[src/rtl/var_shift_pkg.sv]
// Shared types for the variable shifter: mode encoding, per-op metadata, stage split.
// No logic and no latency here.
// No backpressure here; the handshake lives in var_shift_unit.
package var_shift_pkg;

  typedef enum logic [1:0] {
    MODE_SLL = 2'd0,
    MODE_SRL = 2'd1,
    MODE_SRA = 2'd2,
    MODE_ROL = 2'd3
  } mode_e;

  typedef struct packed {
    mode_e mode;
    logic  err;
  } meta_t;

  // Amount bits handled by the first stage; the second stage takes the rest.
  function automatic int split_bits(input int width);
    return $clog2(width) / 2;
  endfunction

endpackage

[src/rtl/var_shift_unit_if.sv]
// Operation/result handshake bundle for var_shift_unit.
// No latency; wires only.
// valid/ready on both sides; master drives operations and consumes results.
interface var_shift_unit_if #(
  parameter int WIDTH = 8,
  parameter int AMT_W = 8
);
  logic             in_valid;
  logic             in_ready;
  logic [WIDTH-1:0] in_data;
  logic [AMT_W-1:0] in_amt;
  logic [1:0]       in_mode;
  logic             out_valid;
  logic             out_ready;
  logic [WIDTH-1:0] out_data;
  logic             out_zero;
  logic             out_err;

  modport master (
    output in_valid, in_data, in_amt, in_mode, out_ready,
    input  in_ready, out_valid, out_data, out_zero, out_err
  );

  modport slave (
    input  in_valid, in_data, in_amt, in_mode, out_ready,
    output in_ready, out_valid, out_data, out_zero, out_err
  );
endinterface

[src/rtl/var_shift_stage.sv]
// One registered partial shift by in_sh; amounts >= WIDTH saturate (ROL wraps, VAR_SHIFT_ROTATE_EN).
// Latency 1 cycle.
// Holds its register whenever advance is low.
module var_shift_stage
  import var_shift_pkg::*;
#(
  parameter int WIDTH = 8,
  parameter int AMT_W = 8
) (
  input  logic             clk,
  input  logic             reset,
  input  logic             advance,
  input  logic             in_valid,
  input  logic [WIDTH-1:0] in_data,
  input  logic [AMT_W-1:0] in_amt,
  input  logic [AMT_W-1:0] in_sh,
  input  meta_t            in_meta,
  output logic             out_valid,
  output logic [WIDTH-1:0] out_data,
  output logic [AMT_W-1:0] out_amt,
  output meta_t            out_meta
);
  logic [31:0]      sh32;
  logic             ovf;
  logic [WIDTH-1:0] res;
`ifdef VAR_SHIFT_ROTATE_EN
  logic [31:0]        rot_amt;
  logic [2*WIDTH-1:0] dbl;
`endif

  always_comb begin
    sh32 = 32'(in_sh);
    ovf  = (sh32 >= WIDTH);
`ifdef VAR_SHIFT_ROTATE_EN
    // Shifting a doubled copy keeps rotation exact for non-power-of-two widths.
    rot_amt = sh32 % WIDTH;
    dbl     = {in_data, in_data} << rot_amt;
`endif
    case (in_meta.mode)
      MODE_SRL: res = ovf ? '0 : (in_data >> in_sh);
      MODE_SRA: res = ovf ? {WIDTH{in_data[WIDTH-1]}}
                          : $unsigned($signed(in_data) >>> in_sh);
`ifdef VAR_SHIFT_ROTATE_EN
      MODE_ROL: res = dbl[2*WIDTH-1:WIDTH];
`endif
      default:  res = ovf ? '0 : (in_data << in_sh);
    endcase
  end

  always_ff @(posedge clk or posedge reset) begin
    if (reset) begin
      out_valid <= 1'b0;
      out_data  <= '0;
      out_amt   <= '0;
      out_meta  <= '0;
    end else if (advance) begin
      out_valid <= in_valid;
      if (in_valid) begin
        out_data <= res;
        out_amt  <= in_amt;
        out_meta <= in_meta;
      end
    end
  end

endmodule

[src/rtl/var_shift_unit.sv]
// SLL/SRL/SRA/ROL variable shifter; ROL only with VAR_SHIFT_ROTATE_EN, else mode 3 = SLL + out_err.
// Latency 2 cycles, one op per cycle sustained.
// in_ready drops only when both stages are full and the output is stalled.
module var_shift_unit
  import var_shift_pkg::*;
#(
  parameter int WIDTH = 8,
  parameter int AMT_W = 8
) (
  input  logic            clk,
  input  logic            reset,
  var_shift_unit_if.slave bus
);
  localparam int               LO_BITS = split_bits(WIDTH);
  localparam logic [AMT_W-1:0] LO_MASK = AMT_W'((1 << LO_BITS) - 1);

  logic             s1_valid, s2_valid;
  logic             s1_advance, s2_advance;
  logic [WIDTH-1:0] s1_data, s2_data;
  logic [AMT_W-1:0] s1_amt, s2_amt;
  meta_t            in_meta, s1_meta, s2_meta;
  logic             unused_s2;

  assign s2_advance  = !s2_valid || bus.out_ready;
  assign s1_advance  = !s1_valid || s2_advance;
  assign bus.in_ready = s1_advance;

  always_comb begin
    in_meta.mode = mode_e'(bus.in_mode);
`ifdef VAR_SHIFT_ROTATE_EN
    in_meta.err  = 1'b0;
`else
    in_meta.err  = (bus.in_mode == 2'd3);
`endif
  end

  var_shift_stage #(.WIDTH(WIDTH), .AMT_W(AMT_W)) u_stage1 (
    .clk       (clk),
    .reset     (reset),
    .advance   (s1_advance),
    .in_valid  (bus.in_valid),
    .in_data   (bus.in_data),
    .in_amt    (bus.in_amt),
    .in_sh     (bus.in_amt & LO_MASK),
    .in_meta   (in_meta),
    .out_valid (s1_valid),
    .out_data  (s1_data),
    .out_amt   (s1_amt),
    .out_meta  (s1_meta)
  );

  // Stage 2 sees the full remaining amount, so it owns the saturation rules.
  var_shift_stage #(.WIDTH(WIDTH), .AMT_W(AMT_W)) u_stage2 (
    .clk       (clk),
    .reset     (reset),
    .advance   (s2_advance),
    .in_valid  (s1_valid),
    .in_data   (s1_data),
    .in_amt    (s1_amt),
    .in_sh     (s1_amt & ~LO_MASK),
    .in_meta   (s1_meta),
    .out_valid (s2_valid),
    .out_data  (s2_data),
    .out_amt   (s2_amt),
    .out_meta  (s2_meta)
  );

  assign bus.out_valid = s2_valid;
  assign bus.out_data  = s2_data;
  assign bus.out_err   = s2_meta.err;
  assign bus.out_zero  = s2_valid && (s2_data == '0);
  assign unused_s2     = ^{s2_amt, s2_meta.mode};

endmodule

[src/flat_wrapper.sv]
// flat-port wrapper written by rule: the top's interface ports become plain ports
module var_shift_unit_flat import var_shift_pkg::*;
#(
  parameter int WIDTH = 8,
  parameter int AMT_W = 8
)
  (clk, reset, bus_in_valid, bus_in_data, bus_in_amt, bus_in_mode, bus_out_ready, bus_in_ready, bus_out_valid, bus_out_data, bus_out_zero, bus_out_err);
  var_shift_unit_if #(.WIDTH(WIDTH), .AMT_W(AMT_W)) bus_i ();
  input  logic clk;
  input  logic reset;
  input wire logic [$bits(bus_i.in_valid)-1:0] bus_in_valid;
  input wire logic [$bits(bus_i.in_data)-1:0] bus_in_data;
  input wire logic [$bits(bus_i.in_amt)-1:0] bus_in_amt;
  input wire logic [$bits(bus_i.in_mode)-1:0] bus_in_mode;
  input wire logic [$bits(bus_i.out_ready)-1:0] bus_out_ready;
  output wire logic [$bits(bus_i.in_ready)-1:0] bus_in_ready;
  output wire logic [$bits(bus_i.out_valid)-1:0] bus_out_valid;
  output wire logic [$bits(bus_i.out_data)-1:0] bus_out_data;
  output wire logic [$bits(bus_i.out_zero)-1:0] bus_out_zero;
  output wire logic [$bits(bus_i.out_err)-1:0] bus_out_err;
  assign bus_i.in_valid = bus_in_valid;
  assign bus_i.in_data = bus_in_data;
  assign bus_i.in_amt = bus_in_amt;
  assign bus_i.in_mode = bus_in_mode;
  assign bus_i.out_ready = bus_out_ready;
  assign bus_in_ready = bus_i.in_ready;
  assign bus_out_valid = bus_i.out_valid;
  assign bus_out_data = bus_i.out_data;
  assign bus_out_zero = bus_i.out_zero;
  assign bus_out_err = bus_i.out_err;
  var_shift_unit #(.WIDTH(WIDTH), .AMT_W(AMT_W)) u_core (.clk(clk), .reset(reset), .bus(bus_i));
endmodule
[config.mk]
export PLATFORM = sky130hd
export DESIGN_NAME = var_shift_unit_flat
export DESIGN_NICKNAME = d
export VERILOG_FILES = /design/src/rtl/var_shift_pkg.sv /design/src/rtl/var_shift_unit_if.sv /design/src/rtl/var_shift_stage.sv /design/src/rtl/var_shift_unit.sv /design/src/flat_wrapper.sv
export SDC_FILE = /design/constraint.sdc
export NUM_CORES = 1
export LEC_CHECK = 0
export CAP_MARGIN = 30
export CORE_MARGIN = 10
export CORE_UTILIZATION = 54
export CTS_BUF_LIST = sky130_fd_sc_hd__clkbuf_4 sky130_fd_sc_hd__clkbuf_8
export CTS_CLUSTER_DIAMETER = 100
export DETAILED_ROUTE_END_ITERATION = 6
export PLACE_DENSITY = 0.78
export SYNTH_ARGS = -nofsm -noshare
export SYNTH_HDL_FRONTEND = slang
export SYNTH_SLANG_ARGS = --single-unit
[constraint.sdc]
create_clock -name clk -period 2 [get_ports clk]
set_input_delay 0.6 -clock clk [delete_from_list [all_inputs] [get_ports clk]]
set_output_delay 0.6 -clock clk [all_outputs]
set_load 0.05 [all_outputs]
-- Word-level counts from Yosys, hierarchy flattened
Cells that the tools add are included.
- add/sub/neg operators: 0
- multiply operators: 0
- divide/modulo/power cells: 0
- magnitude comparators: 2
- equality and inequality tests: 5
- shift operators: 6
- multiplexer cells: 8
- bitwise operators: 0
- reductions and logical operators: 8
- operators by type and width (kind ; number):
    $mux 8 ; 6
    $pmux 8 s2 ; 2
    $ge 8x4->1 const B ; 1
    $logic_not 8->1 ; 1
    $shl 8x1->8 ; 1
    $shl 8x8->8 ; 1
    $shr 8x1->8 ; 1
    $shr 8x8->8 ; 1
    $sshr 8x1->8 ; 1
    $sshr 8x8->8 ; 1
    $eq 2x2->1 const B ; 3
    $eq 2x1->1 const B ; 2
    $ge 1x4->1 const B ; 1
    $reduce_and 2->1 ; 2
    $logic_not 1->1 ; 2
    $logic_or 1x1->1 ; 2
    $logic_and 1x1->1 ; 1
- register bits after elaboration: 30
- latch bits: 0
- bits in writable memories: 0
- memory bits (read-only): 0
- output and inout bits: 12
- word-level logic and storage cells: 37
- memories kept: 0

-- Depth between registers and ports, before layout
Gate-level depths: netlist of the first run.
- word-level depth: 4
- mapped depth: 8

-- By module
Synthesis of the first run repeated with hierarchy kept, for this count alone.
- cells, all modules: 414
- area total of the unflattened synthesis: 3276.9 µm²
- modules (own cells, without submodules) (module ; instances ; cells an instance ; area each (µm²) ; seq. area each (µm²)):
    var_shift_stage ; 2 ; 203 ; 1615.3 ; 500.5
    var_shift_unit ; 1 ; 8 ; 46.3 ; 0.0

-- Worst setup path after synthesis of the first run
No wires, ideal clock.
- path type: register to output
- from: reg u_core.u_stage2.out_data[6]
- to: out bus_out_zero
- arrival time: 2.437 ns
- data required time: 1.400 ns
- setup slack: -1.037 ns
- cell stages (with the launch flop): 4
- path buffers: 0
- cells stage by stage: dfrtp_1 > nor4b_1 > nand2_1 > nor4_1
- cells in the longest elaborated chain, start to end: 2
- ends and longest elaborated chain (item ; line ; text):
    start: declaration ; var_shift_stage.sv:19 ; output logic [WIDTH-1:0] out_data,
    start signal: assignment ; var_shift_stage.sv:59 ; out_data <= res;
    $logic_not 8->1 ; var_shift_unit.sv:71 ; assign bus.out_zero = s2_valid && (s2_data == '0);
    $logic_and 1x1->1 ; var_shift_unit.sv:71 ;
    end: declaration ; flat_wrapper.sv:19 ; output wire logic [$bits(bus_i.out_zero)-1:0] bus_out_zero;
Every way passes these cells.

-- Worst setup path after layout of the first run
- from: reg u_core.u_stage2.out_data[0]
- to: out bus_out_zero
The elaborated chain is that of the path after synthesis.

==> impl_metrics.env, run 1 <==
export IMPL_outcome="finished, violations left"
export IMPL_violations="setup timing"
export IMPL_firstDrtPassIters=4
export IMPL_r2r_end="u_core.u_stage2.out_data[5]$_DFFE_PP0P_"
export IMPL_p_seq_frac=0.421
export IMPL_r2r_start="u_core.u_stage1.out_amt[4]$_DFFE_PP0P_"
export IMPL_power_mw=1.92
export IMPL_start_util=0.561
export IMPL_grt_pass1_vias=1750
export IMPL_fin_ws_ns=-0.172
export IMPL_cp_required_ns=1.40
export IMPL_wl_mm=5.22
export IMPL_placementRows=21
export IMPL_final_cells=299
export IMPL_drive_above_1_share=0.237
export IMPL_peakVddDrop_uv=526
export IMPL_place_gp_congestion=0.889
export IMPL_syn_area_per_cell_um2=9.07
export IMPL_p_per_area_nw_per_um2=773
export IMPL_critPathMaxFanout=3
export IMPL_final_net_count=279
export IMPL_max_cap_violations=0
export IMPL_cp_startpoint="u_core.u_stage2.out_data[0]$_DFFE_PP0P_"
export IMPL_port_buffers=33
export IMPL_multi_input_area_um2=1110
export IMPL_grt_usage=0.169
export IMPL_syn_to_final_growth_pct=32.0
export IMPL_antenna_found_initial=0
export IMPL_grt_pass1_wl_mm=8.54
export IMPL_numCtsBuffers=5
export IMPL_grt_overflow_total=0
export IMPL_min_path_cells=2
export IMPL_grt_max_degree=30
export IMPL_crit_path_end_kind="primary output"
export IMPL_switchingPower_uw=740
export IMPL_whs_ns=0.469
export IMPL_period_share=1.09
export IMPL_seq_area_um2=731
export IMPL_path_class="flop to primary output"
export IMPL_path_buf_inv=1
export IMPL_hold_path_class="flop to flop"
export IMPL_critical_path_cell_chain="nor4b_4, nand2_1, nor4_4, buf_12"
export IMPL_die_h_um=79.1
export IMPL_post_route_drc_count=0
export IMPL_power_internal_mw=1.19
export IMPL_cts_sinks=29
export IMPL_dp_hpwl_mm=4.00
export IMPL_via_count=1754
export IMPL_slew_violations=0
export IMPL_combinationalPowerShare=0.357
export IMPL_synthCells=208
export IMPL_crit_path_start_kind="flop"
export IMPL_p_sw_frac=0.384
export IMPL_cts_root_buf="clkbuf_4"
export IMPL_pre_cts_ws_ns=-0.244
export IMPL_hp_start="u_core.u_stage1.out_meta[0]$_DFFE_PP0P_"
export IMPL_r2r_slack_ns=0.13
export IMPL_fin_skew_ns=0.0197
export IMPL_die_area_um2=6260
export IMPL_min_to="u_core.u_stage2.out_meta[0]$_DFFE_PP0P_"
export IMPL_power_frac_clock=0.223
export IMPL_fillerInstances=279
export IMPL_maxSlewHeadroom=0.526
export IMPL_core_area_um2=3360
export IMPL_drt_initial_drc_count=145
export IMPL_wire_per_inst_um=17.5
export IMPL_ys_warn_count=0
export IMPL_fin_tns_setup_ns=-0.172
export IMPL_antenna_left=0
export IMPL_max_freq_ghz=0.460
export IMPL_cts_clk_slew_worst_paths_ns=0.09
export IMPL_placed_cell_area_um2=2390
export IMPL_syn_nets=235
export IMPL_min_period_ns=2.17
export IMPL_synth_seq_area_share=0.385
export IMPL_p_leak_nw=1.12
export IMPL_cts_tree="done"
export IMPL_clockBufferDepth=2
export IMPL_synthesis_area_um2=1890
export IMPL_die_w_um=79.1
export IMPL_routed_via_density=5.87
export IMPL_hold_viol_final=0
export IMPL_antennaDiodeCount=0
export IMPL_clk_latency_ns=0.35
export IMPL_ff2ff_path_depth=6
export IMPL_placedCellCount=289
export IMPL_worst_pin_slew_ns=0.711
export IMPL_synth_distinct_cells=42
export IMPL_max_stage_delay_ns=0.44
export IMPL_ctsHtreeMaxLevel=2
export IMPL_synth_seq_cells=29
export IMPL_cp_arrival_ns=1.57
export IMPL_slowest_stage="dfrtp_2"
export IMPL_finish_utilization=0.740
export IMPL_fin_area_um2=2490
export IMPL_pin_count=34
export IMPL_setup_viol=1
export IMPL_rsz0062_at_grt="yes"
export IMPL_crit_family="simple AND/OR/NAND/NOR gates"
==> cell usage in the layout (no fill, tap or decap), drive strengths merged, types with 2 or more instances in the layout <==
cell type / Yosys / routed
nand3b: 3 / 3
mux2i: 19 / 19
nor4b: 2 / 2
nor2: 12 / 12
o21ai: 23 / 23
a31oi: 2 / 2
nand4b: 2 / 2
nand3: 2 / 2
a32oi: 2 / 2
nand4: 2 / 2
nand2b: 4 / 4
clkbuf: 13 / 7
o2111ai: 2 / 2
nor3: 5 / 5
mux2: 9 / 9
nand2: 27 / 27
buf: 2 / 31
dfrtp: 29 / 29
ha: 5 / 5
o22ai: 3 / 3
a21oi: 9 / 9
and3: 3 / 3
nor4: 3 / 3
inv: 8 / 8
clkdlybuf4s50: 0 / 20
nor4bb: 2 / 2
==> area by class of cell <==
cell class | count | share of cell area
Multi-Input combinational cell | 156 | 0.446
Sequential cell | 29 | 0.293
Timing Repair Buffer | 52 | 0.197
Clock buffer | 7 | 0.0261
Tap cell | 46 | 0.0231
Inverter | 8 | 0.0121
Clock inverter | 1 | 0.00201
==> state kept, by name, indices dropped and copies added, names as in the netlist <==
register and cells:
u_core.u_stage1.out_amt 7, u_core.u_stage1.out_data 8, u_core.u_stage1.out_meta 3, u_core.u_stage1.out_valid 1, u_core.u_stage2.out_data 8, u_core.u_stage2.out_meta 1, u_core.u_stage2.out_valid 1
==> worst reg2reg max path: stages, from the launching register on <==
cell     delay [ns]
dfrtp_1        0.41
or4_4          0.61
nor4_4         0.27
buf_4          0.18
nor3_1         0.04
a41oi_1        0.16
a31oi_1        0.10
==> power groups by stage <==
stage               Combinational [mW]  Sequential [mW]  Clock [mW]
floorplan                        0.373            0.852           0
global placement                 0.661            0.808           0
detailed placement               0.678            0.813           0
CTS                              0.684            0.801       0.437
global route                     0.740            0.822       0.459
finish                           0.687            0.810       0.429
==> cell families after synthesis <==
group	after synthesis	share of synthesized area
muxes	29	0.166
DFF	29	0.385
adders and majority gates	5	0.0332
and+or+nand+nor	73	0.208
buffers and inverters	23	0.0464
AOI/OAI and AO/OA	49	0.161
==> how the worst max path moves through the flow <==
stage | depth (start not counted) | end | slack (ns)
global route | 4 | bus_out_zero | -0.26
CTS | 4 | bus_out_zero | -0.20
finish | 4 | bus_out_zero | -0.17
detailed placement | 8 | u_core.u_stage1.out_data[1]$_DFFE_PP0P_ | -0.24
floorplan | 3 | bus_out_zero | -0.11
global placement | 8 | u_core.u_stage1.out_data[7]$_DFFE_PP0P_ | -0.14
==> synthesized netlist by cell type, drive strengths merged <==
cell type	n	area share
o22a	1	0.0046
nand4b	2	0.0093
a41oi	1	0.0046
nor4b	2	0.0093
nand2b	4	0.013
or4	1	0.0040
nor4bb	2	0.011
o2111ai	2	0.0093
o311ai	1	0.0046
a221oi	1	0.0046
nand3b	3	0.012
nand4	2	0.0066
inv	8	0.016
o21ai	23	0.061
o41ai	1	0.0086
nor4	3	0.018
and3	3	0.0099
nor2	12	0.024
nor3	5	0.013
nand3	2	0.0053
and4	1	0.0046
a21oi	9	0.024
a31oi	2	0.0066
o22ai	3	0.0099
mux2i	19	0.10
dfrtp	29	0.38
and3b	1	0.0046
clkbuf	13	0.026
mux4	1	0.012
nor2b	1	0.0033
mux2	9	0.054
a32oi	2	0.0093
nand2	27	0.054
a21o	1	0.0040
o2111a	1	0.0060
buf	2	0.0046
or2	1	0.0033
ha	5	0.033
o31ai	1	0.0040
and2	1	0.0033
==> what timing repair did <==
action | in CTS | in global routing
setup endpoints to repair | 4 | 5
endpoints found under the hold margin | 0 | 0
hold buffers | 0 | 0
pin swaps | 4 | 1
cloned | 0 | 0
gates resized for setup | 2 | 1
setup buffers | 2 | 0
==> layer usage <==
layer | vias up | global-route usage | part of all wire
li1 | 846 | - | -
met5 | - | 0 | 0
met4 | 0 | 0.0771 | 0.024
met3 | 11 | 0.0439 | 0.047
met2 | 49 | 0.278 | 0.49
met1 | 848 | 0.202 | 0.44
No activity file was read; power rests on OpenSTA's default activity.
==> inputs of run 2 (changes only) <==
CORE_MARGIN = 1.5   (was 10)
==> impl_metrics.env, run 2 (same netlist as run 1, synthesis figures left out) <==
export IMPL_r2r_slack_ns=0.11
export IMPL_antennaDiodeCount=0
export IMPL_r2r_start="u_core.u_stage1.out_amt[4]$_DFFE_PP0P_"
export IMPL_min_period_ns=2.15
export IMPL_fin_tns_setup_ns=-0.150
export IMPL_fin_ws_ns=-0.150
export IMPL_grt_overflow_total=0
export IMPL_max_stage_delay_ns=0.44
export IMPL_syn_to_final_growth_pct=32.8
export IMPL_pre_cts_ws_ns=-0.209
export IMPL_clk_latency_ns=0.33
export IMPL_violations="setup timing"
export IMPL_p_leak_nw=1.13
export IMPL_grt_max_degree=30
export IMPL_cp_startpoint="u_core.u_stage2.out_data[0]$_DFFE_PP0P_"
export IMPL_grt_usage=0.263
export IMPL_rsz0062_at_grt="yes"
export IMPL_top_regs="u_core.u_stage1.out_data (8), u_core.u_stage2.out_data (8), u_core.u_stage1.out_amt (7)"
export IMPL_final_net_count=284
export IMPL_hold_path_class="flop to flop"
export IMPL_die_area_um2=3860
export IMPL_outcome="finished, violations left"
export IMPL_period_share=1.07
export IMPL_crit_path_start_kind="flop"
export IMPL_numCtsBuffers=5
export IMPL_power_mw=1.86
export IMPL_final_common_cell="buf_4"
export IMPL_cp_required_ns=1.40
export IMPL_fin_area_um2=2510
export IMPL_dp_hpwl_mm=3.56
export IMPL_core_area_um2=3340
export IMPL_start_util=0.565
export IMPL_wire_per_inst_um=15.2
export IMPL_die_w_um=62.1
export IMPL_slew_violations=0
export IMPL_ctsHtreeMaxLevel=2
export IMPL_antenna_left=0
export IMPL_critPathCapture="bus_out_zero"
export IMPL_placed_cell_area_um2=2410
export IMPL_drt_initial_drc_count=52
export IMPL_worst_pin_slew_ns=0.691
export IMPL_post_route_drc_count=0
export IMPL_drive_above_1_share=0.256
export IMPL_pin_count=34
export IMPL_clockBufferDepth=2
export IMPL_fillerInstances=244
export IMPL_routed_via_density=5.78
export IMPL_cts_sinks=29
export IMPL_antenna_found_initial=0
export IMPL_slowest_stage="dfrtp_2"
export IMPL_crit_cells=4
export IMPL_via_count=1758
export IMPL_crit_path_end_kind="primary output"
export IMPL_placementRows=21
export IMPL_fin_skew_ns=0.0123
export IMPL_cts_root_buf="clkbuf_4"
export IMPL_die_h_um=62.1
export IMPL_max_cap_violations=0
export IMPL_r2r_end="u_core.u_stage2.out_data[6]$_DFFE_PP0P_"
export IMPL_crit_family="simple AND/OR/NAND/NOR gates"
export IMPL_peakVddDrop_uv=564
export IMPL_wl_mm=4.63
export IMPL_port_buffers=33
export IMPL_path_buf_inv=1
export IMPL_place_gp_congestion=0.877
export IMPL_ff2ff_path_depth=4
export IMPL_max_freq_ghz=0.465
export IMPL_cp_arrival_ns=1.55
export IMPL_critical_path_cell_chain="nor4b_4, nand2_1, nor4_4, buf_12"
export IMPL_cts_hold_buf=0
export IMPL_maxSlewHeadroom=0.540
export IMPL_final_cells=304
export IMPL_p_per_area_nw_per_um2=743
export IMPL_setup_viol=1
export IMPL_cts_tree="done"
export IMPL_critPathMaxFanout=2
export IMPL_grt_pass1_wl_mm=8.16
export IMPL_firstDrtPassIters=4
export IMPL_final_cell_mix="buf_4, nand2_1, dfrtp_1"
export IMPL_cts_clk_slew_worst_paths_ns=0.09
export IMPL_path_class="flop to primary output"
export IMPL_hold_viol_final=0
export IMPL_placedCellCount=293
export IMPL_grt_pass1_vias=1776
==> run 2: cell types whose count changed in the layout (fill, tap and decap cells not counted), sizes merged <==
cell,before,now
clkinv,1,2
clkbuf,7,6
buf,31,36
==> run 2: per-stage QoR <==
stage / util / hold slack (ns)
after floorplan: - / 0.433
after global placement: 0.723 / 0.454
after detailed placement: 0.723 / 0.460
after CTS: 0.748 / 0.475
after global routing: 0.751 / 0.514
final: 0.751 / 0.470
==> run 2: layout make-up <==
cell class,instances,area (um2),share of cell area
Tap cell,46,57.6,0.0230
Sequential cell,29,731,0.292
Timing Repair Buffer,57,517,0.206
Multi-Input combinational cell,156,1120,0.445
Clock inverter,2,10.0,0.00399
Clock buffer,6,45.0,0.0180
Inverter,8,30.0,0.0120
==> run 2: what timing repair did <==
action	CTS	global route
resized for setup	2	2
setup endpoints to repair	2	7
pin swaps	3	0
buffers inserted	3	0
==> run 2: worst min-delay path by stage <==
stage / start / to / cells past startpoint
after floorplan: u_core.u_stage1.out_meta[0]$_DFFE_PP0P_ / u_core.u_stage2.out_meta[0]$_DFFE_PP0P_ / 2
after global placement: u_core.u_stage1.out_meta[0]$_DFFE_PP0P_ / u_core.u_stage2.out_meta[0]$_DFFE_PP0P_ / 2
after detailed placement: u_core.u_stage1.out_meta[0]$_DFFE_PP0P_ / u_core.u_stage2.out_meta[0]$_DFFE_PP0P_ / 2
after CTS: u_core.u_stage1.out_meta[0]$_DFFE_PP0P_ / u_core.u_stage2.out_meta[0]$_DFFE_PP0P_ / 2
after global routing: u_core.u_stage1.out_meta[0]$_DFFE_PP0P_ / u_core.u_stage2.out_meta[0]$_DFFE_PP0P_ / 2
final: u_core.u_stage1.out_meta[0]$_DFFE_PP0P_ / u_core.u_stage2.out_meta[0]$_DFFE_PP0P_ / 2
==> run 2: report_power, final <==
group / switching (mW) / internal (mW)
combinational: 0.379 / 0.319
clock: 0.213 / 0.147
sequential: 0.131 / 0.674
==> run 2: per-layer routing <==
layer,share of wire,global-route usage
met3,0.061,0.0489
met5,0,0
met2,0.50,0.454
met1,0.41,0.327
met4,0.030,0.106
==> run 2: worst register-to-register path, cell delays in order (launching register included) <==
cell     delay, ns
dfrtp_1       0.42
or4_4         0.61
nor4_4        0.31
mux2i_1       0.15
o41ai_2       0.29
